`src/rtl/vga_fb_arbiter_pkg.sv`:
```
// -----------------------------------------------------------------------------
// vga_fb_arbiter_pkg
// Shared definitions for the VGA frame-buffer arbiter:
//   - default geometry of the visible area and of the down-scaled frame buffer
//   - clear-engine state encoding (ST_IDLE / ST_CLEAR)
//   - fb_depth(): number of frame-buffer words for a given geometry
// No ports (package).
// -----------------------------------------------------------------------------
package vga_fb_arbiter_pkg;

    localparam int unsigned DEF_H_ACTIVE    = 640;
    localparam int unsigned DEF_V_ACTIVE    = 480;
    localparam int unsigned DEF_SCALE_SHIFT = 2;
    localparam int unsigned DEF_DATA_W      = 8;
    localparam int unsigned DEF_ADDR_W      = 15;

    typedef enum logic {
        ST_IDLE  = 1'b0,
        ST_CLEAR = 1'b1
    } clr_state_t;

    // Words in the down-scaled frame buffer (160x120 = 19200 at the defaults).
    function automatic int unsigned fb_depth(input int unsigned h_active,
                                             input int unsigned v_active,
                                             input int unsigned scale_shift);
        return (h_active >> scale_shift) * (v_active >> scale_shift);
    endfunction

endpackage

```
`src/rtl/vga_fb_arbiter_addr_gen.sv`:
```
// -----------------------------------------------------------------------------
// vga_fb_addr_gen
// Combinational mapping from the current screen pixel to its frame-buffer word.
// Each FB word is replicated over a (2^SCALE_SHIFT)^2 block of screen pixels.
// Ports:
//   i_pixel_x  [9:0]        screen column
//   i_pixel_y  [9:0]        screen row
//   o_addr     [ADDR_W-1:0] FB address, row-major, truncated to ADDR_W
// -----------------------------------------------------------------------------
module vga_fb_addr_gen
    import vga_fb_arbiter_pkg::*;
#(
    parameter int unsigned H_ACTIVE    = DEF_H_ACTIVE,
    parameter int unsigned SCALE_SHIFT = DEF_SCALE_SHIFT,
    parameter int unsigned ADDR_W      = DEF_ADDR_W
) (
    input  logic [9:0]        i_pixel_x,
    input  logic [9:0]        i_pixel_y,
    output logic [ADDR_W-1:0] o_addr
);

    localparam int unsigned LINE_W = H_ACTIVE >> SCALE_SHIFT;

    logic [9:0] w_row;
    logic [9:0] w_col;

    assign w_row = i_pixel_y >> SCALE_SHIFT;
    assign w_col = i_pixel_x >> SCALE_SHIFT;

    // Constant multiply; all terms are widened to ADDR_W so the result wraps
    // (truncates) at the address width.
    assign o_addr = ADDR_W'(ADDR_W'(w_row) * ADDR_W'(LINE_W)) + ADDR_W'(w_col);

endmodule

```
`src/rtl/vga_fb_arbiter.sv`:
```
// -----------------------------------------------------------------------------
// vga_fb_arbiter
// Owns the single-port frame-buffer RAM behind the VGA timing generator and
// grants it each clk cycle to one requester, fixed priority:
//   display fetch (p_tick && video_on) > hardware clear > writer handshake.
// Also produces the registered pixel colour for the VGA output.
// Ports:
//   clk, reset                 clock; synchronous active-low reset
//   p_tick, video_on           pixel strobe / active-video flag
//   pixel_x, pixel_y [9:0]     current screen pixel
//   wr_req/wr_addr/wr_data     writer request; wr_ack (out) accepts it
//   clr_start, clr_color       start pulse and fill value for a full clear
//   clr_busy (out)             clear in progress
//   mem_addr/mem_we/mem_wdata  RAM port (combinational from the grant)
//   mem_rdata                  RAM read data, 1-cycle latency
//   rgb (out)                  registered pixel colour
// -----------------------------------------------------------------------------
module vga_fb_arbiter
    import vga_fb_arbiter_pkg::*;
#(
    parameter int unsigned H_ACTIVE    = DEF_H_ACTIVE,
    parameter int unsigned V_ACTIVE    = DEF_V_ACTIVE,
    parameter int unsigned SCALE_SHIFT = DEF_SCALE_SHIFT,
    parameter int unsigned DATA_W      = DEF_DATA_W,
    parameter int unsigned ADDR_W      = DEF_ADDR_W
) (
    input  logic              clk,
    input  logic              reset,
    input  logic              p_tick,
    input  logic              video_on,
    input  logic [9:0]        pixel_x,
    input  logic [9:0]        pixel_y,
    input  logic              wr_req,
    input  logic [ADDR_W-1:0] wr_addr,
    input  logic [DATA_W-1:0] wr_data,
    output logic              wr_ack,
    input  logic              clr_start,
    input  logic [DATA_W-1:0] clr_color,
    output logic              clr_busy,
    output logic [ADDR_W-1:0] mem_addr,
    output logic              mem_we,
    output logic [DATA_W-1:0] mem_wdata,
    input  logic [DATA_W-1:0] mem_rdata,
    output logic [DATA_W-1:0] rgb
);

    localparam int unsigned       FB_DEPTH  = fb_depth(H_ACTIVE, V_ACTIVE, SCALE_SHIFT);
    localparam logic [ADDR_W-1:0] LAST_ADDR = ADDR_W'(FB_DEPTH - 1);

    // Writes beyond the frame buffer are acknowledged but must not reach the RAM.
    function automatic logic in_fb(input logic [ADDR_W-1:0] addr);
        return 32'(addr) < FB_DEPTH;
    endfunction

    logic [ADDR_W-1:0] w_disp_addr;

    clr_state_t        r_state;
    clr_state_t        w_state_nxt;
    logic [ADDR_W-1:0] r_clr_cnt;
    logic [ADDR_W-1:0] w_clr_cnt_nxt;
    logic [DATA_W-1:0] r_clr_col;
    logic [DATA_W-1:0] w_clr_col_nxt;

    logic              w_gnt_disp;
    logic              w_gnt_clr;
    logic              w_gnt_wr;

    logic              r_vld_p1;
    logic              r_vis_p1;
    logic [DATA_W-1:0] r_rgb_p2;

    vga_fb_addr_gen #(
        .H_ACTIVE    (H_ACTIVE),
        .SCALE_SHIFT (SCALE_SHIFT),
        .ADDR_W      (ADDR_W)
    ) u_addr_gen (
        .i_pixel_x (pixel_x),
        .i_pixel_y (pixel_y),
        .o_addr    (w_disp_addr)
    );

    assign clr_busy = (r_state == ST_CLEAR);

    // Grant: display pre-empts everything, but p_tick never arrives on two
    // consecutive cycles, so the clear and the writer always make progress.
    assign w_gnt_disp = p_tick && video_on;
    assign w_gnt_clr  = !w_gnt_disp && clr_busy;
    assign w_gnt_wr   = !w_gnt_disp && !clr_busy && wr_req;

    always_comb begin
        mem_addr  = w_disp_addr;
        mem_we    = 1'b0;
        mem_wdata = '0;
        wr_ack    = 1'b0;
        // While reset is held no requester may touch the RAM.
        if (reset) begin
            if (w_gnt_clr) begin
                mem_addr  = r_clr_cnt;
                mem_we    = 1'b1;
                mem_wdata = r_clr_col;
            end else if (w_gnt_wr) begin
                wr_ack    = 1'b1;
                mem_addr  = wr_addr;
                mem_we    = in_fb(wr_addr);
                mem_wdata = wr_data;
            end
        end
    end

    // Clear engine next state: clr_start is only honoured from IDLE, and the
    // counter only advances on cycles the clear actually owned the RAM.
    always_comb begin
        w_state_nxt   = r_state;
        w_clr_cnt_nxt = r_clr_cnt;
        w_clr_col_nxt = r_clr_col;
        case (r_state)
            ST_IDLE: begin
                if (clr_start) begin
                    w_state_nxt   = ST_CLEAR;
                    w_clr_cnt_nxt = '0;
                    w_clr_col_nxt = clr_color;
                end
            end
            ST_CLEAR: begin
                if (w_gnt_clr) begin
                    if (r_clr_cnt == LAST_ADDR) begin
                        w_state_nxt   = ST_IDLE;
                        w_clr_cnt_nxt = '0;
                    end else begin
                        w_clr_cnt_nxt = r_clr_cnt + 1'b1;
                    end
                end
            end
            default: begin
                w_state_nxt = ST_IDLE;
            end
        endcase
    end

    always_ff @(posedge clk) begin
        if (!reset) begin
            r_state   <= ST_IDLE;
            r_clr_cnt <= '0;
            r_clr_col <= '0;
        end else begin
            r_state   <= w_state_nxt;
            r_clr_cnt <= w_clr_cnt_nxt;
            r_clr_col <= w_clr_col_nxt;
        end
    end

    // ---- stage p1: fetch issued on the p_tick cycle, remember visibility ----
    // ---- stage p2: RAM data valid, latch colour (black outside video)   ----
    always_ff @(posedge clk) begin
        if (!reset) begin
            r_vld_p1 <= 1'b0;
            r_vis_p1 <= 1'b0;
            r_rgb_p2 <= '0;
        end else begin
            r_vld_p1 <= p_tick;
            if (p_tick) begin
                r_vis_p1 <= video_on;
            end
            if (r_vld_p1) begin
                r_rgb_p2 <= r_vis_p1 ? mem_rdata : '0;
            end
        end
    end

    assign rgb = r_rgb_p2;

endmodule

```
`config.mk`:
```
export PLATFORM = sky130hd
export DESIGN_NAME = vga_fb_arbiter
export DESIGN_NICKNAME = d
export VERILOG_FILES = /design/src/rtl/vga_fb_arbiter_pkg.sv /design/src/rtl/vga_fb_arbiter_addr_gen.sv /design/src/rtl/vga_fb_arbiter.sv
export SDC_FILE = /design/constraint.sdc
export NUM_CORES = 1
export LEC_CHECK = 0
export CORE_AREA = 2 2 77 79
export DETAILED_ROUTE_END_ITERATION = 7
export DIE_AREA = 0 0 79 81
export PLACE_DENSITY = 0.87
export SETUP_SLACK_MARGIN = 0.5
export SKIP_CTS_REPAIR_TIMING = 1
export SYNTH_ARGS = -nofsm -noshare
export SYNTH_HDL_FRONTEND = slang
export SYNTH_SLANG_ARGS = --single-unit
```
`constraint.sdc`:
```
create_clock -name clk -period 6.7 [get_ports clk]
set_input_delay 1.34 -clock clk [delete_from_list [all_inputs] [get_ports clk]]
set_output_delay 1.34 -clock clk [all_outputs]
set_load 0.01 [all_outputs]
```
==> reports/metrics.yaml <==
synth:
  synth-async-reset-ratio_pct: 0
  synth.largest_area_cell: "dfxtp_1"
  ys_seq_area_share_pct: 26.3
  synth_xor_area_share_pct: 6.77
  synth_compound_area_share_pct: 25.7
  syn_area_mm2: 0.00259
  synthCells: 336
  ys_ff_latch: 34
  synth.distinct_cells: 52
  syn-num-nets: 419
  synthAdderAreaFrac_pct: 9.29
  synth_top_family_by_area: "simple AND/OR/NAND/NOR gates"
  synth_edf_count: 0
  synth.avg_cell_area_um2: 7.70
  synth.mux.area_fraction_pct: 0
  synth_ff_type: "dfxtp_1"
  ys_top_cells_by_area: "dfxtp_1 (26%), ha_1 (7.7%), nor2b_1 (6.8%), nor2_1 (5.5%), xor2_1 (4.7%)"
  synthSimpleGateAreaFrac_pct: 27.7
  synth_top_area_share_pct: 26.3
  synth_warnings: 0
final_layout:
  diodes: 0
  drive_gt1_share_pct: 4.24
  fin_nets: 508
  syn2layout_area_growth_pct: 42.1
global_routing:
  grt_pass1_wl_mm: 11.9
  grtUsageMet2_pct: 40.2
  busiest_layer: "met2"
  grt_usage_pct: 22.9
  grt_use_met1_pct: 27.2
  grtUsageMet3_pct: 6.33
  grt-ovfl-total: 0
  antenna_found_initial: 0
  grt_pass1_vias: 2673
  grt_start_max_net_pins: 30
route:
  drtAntennaViolNets: 0
  drt-total-wl_mm: 7.19
  route.detailed.drc: 0
  routedWlPerCell_um: 14.4
  drt_iter0_markers: 181
  first_pass_iters: 5
  num_vias: 2823
  via_per_inst: 5.65
placed_design:
  port_buffers: 94
  dp_hpwl_mm: 5.44
  gp_congestion: 0.883
hold_path:
  min_path_type: "flip-flop to flip-flop"
  hold-path-cell-count: 2
sta:
  whs_ps: 468
  drv_slew: 0
  fin_tns_setup_ps: 0
  fmaxAchievable_mhz: 168
  skew_ps: 6.84
  tightest_slew_ps: 951
  hold_viol_final: 0
  final-setup-viol-count: 0
  period_share_pct: 89.1
  period_needed_ps: 5970
  relSlewSlack_pct: 36.2
  rsz0062_at_grt: "false"
worst_setup_path:
  end_kind: "primary output"
  cp_max_fo: 3
  path_buf_inv: 3
  cp_slowest_cell: "clkdlybuf4s50_1"
  critical-path-max-stage-delay_ps: 480
  critical_path.top_delay_family: "buffers and inverters"
  crit_path_start_kind: "input pin"
  critPathArrivalTime_ps: 4630
  worst-setup-path-type: "input pin to primary output"
  worst-path-stages: 11
  rr_worst_depth: 5
  cp.required_ps: 5360
  path_cells: "clkdlybuf4s50_1 > ha_1 > ha_1 > inv_1 > fa_1 > nand2b_4 > nor2_1 > or4b_1 > xor2_1 > a221o_1 > clkdlybuf4s50_1"
floorplan:
  pin_count: 99
  rows: 28
  initial_core_util_pct: 45.6
  die_h_um: 81
  core_area_mm2: 0.00568
  die_area_mm2: 0.00640
  die_x_um: 79
clock_network:
  path_clk_slew_ps: 60
  cts_root_buffer: "clkbuf_8"
  clk_path_buf_depth: 2
  cts_made_buffers: 5
  h-tree-depth: 2
  clock_latency_ps: 280
  cts_tree: "done"
  clock-sinks: 34
power_and_ir_drop:
  vdd_drop_max_mv: 0.141
  powerDensity_mw_per_mm2: 163
  p_leak_nw: 1.39
outcome:
  status: "finished clean"
flow_run:
  cap_violations: 0
[Yosys cell counts, types with 2 or more instances]
cell,number
nor2_1,38
dfxtp_1,34
nand2_1,31
nor2b_1,28
ha_1,16
a21oi_1,14
clkbuf_1,14
xor2_1,14
a22oi_1,13
inv_1,13
o21ai_0,13
nand3_1,11
a21boi_0,9
a31oi_1,7
xnor2_1,6
a32oi_1,5
nor3_1,5
a21o_1,4
and2_1,4
nand2b_1,4
nand4_1,4
o2bb2ai_1,4
and3_1,3
o21ai_1,3
o22ai_1,3
a221o_1,2
buf_1,2
fa_1,2
nor4_1,2
o211a_1,2
o211ai_1,2
o31ai_1,2
or2_2,2
or4b_1,2
[stage by stage]
stage	std cells	setup WS, ps	utilization, %	total power, W	cell area (um^2)
global placement	493	546	63.3	0.000452	3590
CTS	500	531	64.7	0.000600	3670
finish	500	731	64.7	0.000597	3670
global route	500	636	64.7	0.000633	3670
floorplan	336	1580	-	0.000349	2590
detailed placement	493	533	63.3	0.000457	3590
[placed cells by master (no fill, tap or decap), types with 3 or more instances in the layout]
master / count
xor2_1: 14
nor2_1: 38
dfxtp_1: 34
nand2b_1: 4
o21ai_1: 3
nand2_1: 31
clkdlybuf4s50_1: 92
nor2b_1: 28
o21ai_0: 13
ha_1: 16
a21oi_1: 14
o22ai_1: 3
nand4_1: 4
nand3_1: 11
inv_1: 13
and3_1: 3
and2_1: 4
nor3_1: 5
a31oi_1: 7
clkbuf_8: 5
a32oi_1: 5
buf_4: 4
a22oi_1: 13
a21boi_0: 9
o2bb2ai_1: 4
xnor2_1: 6
a21o_1: 4
[worst min-delay path: stages (launching register included)]
cell      delay, ps
dfxtp_1         310
nand2_1          50
a21boi_0         60
[cell families (layout without fill, tap and decap cells)]
kind of cell    after synthesis  count (layout)
fa+ha+maj                    18              18
simple gates                141             141
buf+inv                      29             118
xor+xnor                     20              20
compound gates               94              94
flops                        34              34
[where the power goes]
group	leakage (nW)	switching (W)	total, W	internal, W
sequential	0.276	0.00000834	0.000216	0.000208
combinational	1.07	0.000112	0.000238	0.000127
clock	0.0438	0.0000733	0.000143	0.0000697
[layout make-up]
class	count	area, um^2
fillers	497	2000
repair buffers	98	976
flip-flops and latches	34	681
multi-input cells	273	1800
inverters	13	48.8
clock buffers	5	68.8
clock inverters	2	10.0
well taps	75	93.8
[flip-flops by register name, summed over array words and instances, names as in the netlist]
name,count
r_clr_cnt,15
r_clr_col,8
rgb,8
clr_busy,1
r_vis_p1,1
r_vld_p1,1
[layer usage]
metal / share of wire [%] / wire, um
met3: 8.4 / 603
met2: 46 / 3340
met4: 2.0 / 144
met5: 0 / 0
met1: 43 / 3110
[path summary, 6_finish.rpt]
check	startpoint	to	slack, ps
min	r_clr_col[6]	r_clr_col[6]	470
min reg2reg	r_clr_col[6]	r_clr_col[6]	470
max reg2reg	clr_busy	r_clr_cnt[9]	4170
max	pixel_y[3]	mem_addr[12]	730
Note: power is estimated with default switching activity, not from simulation.
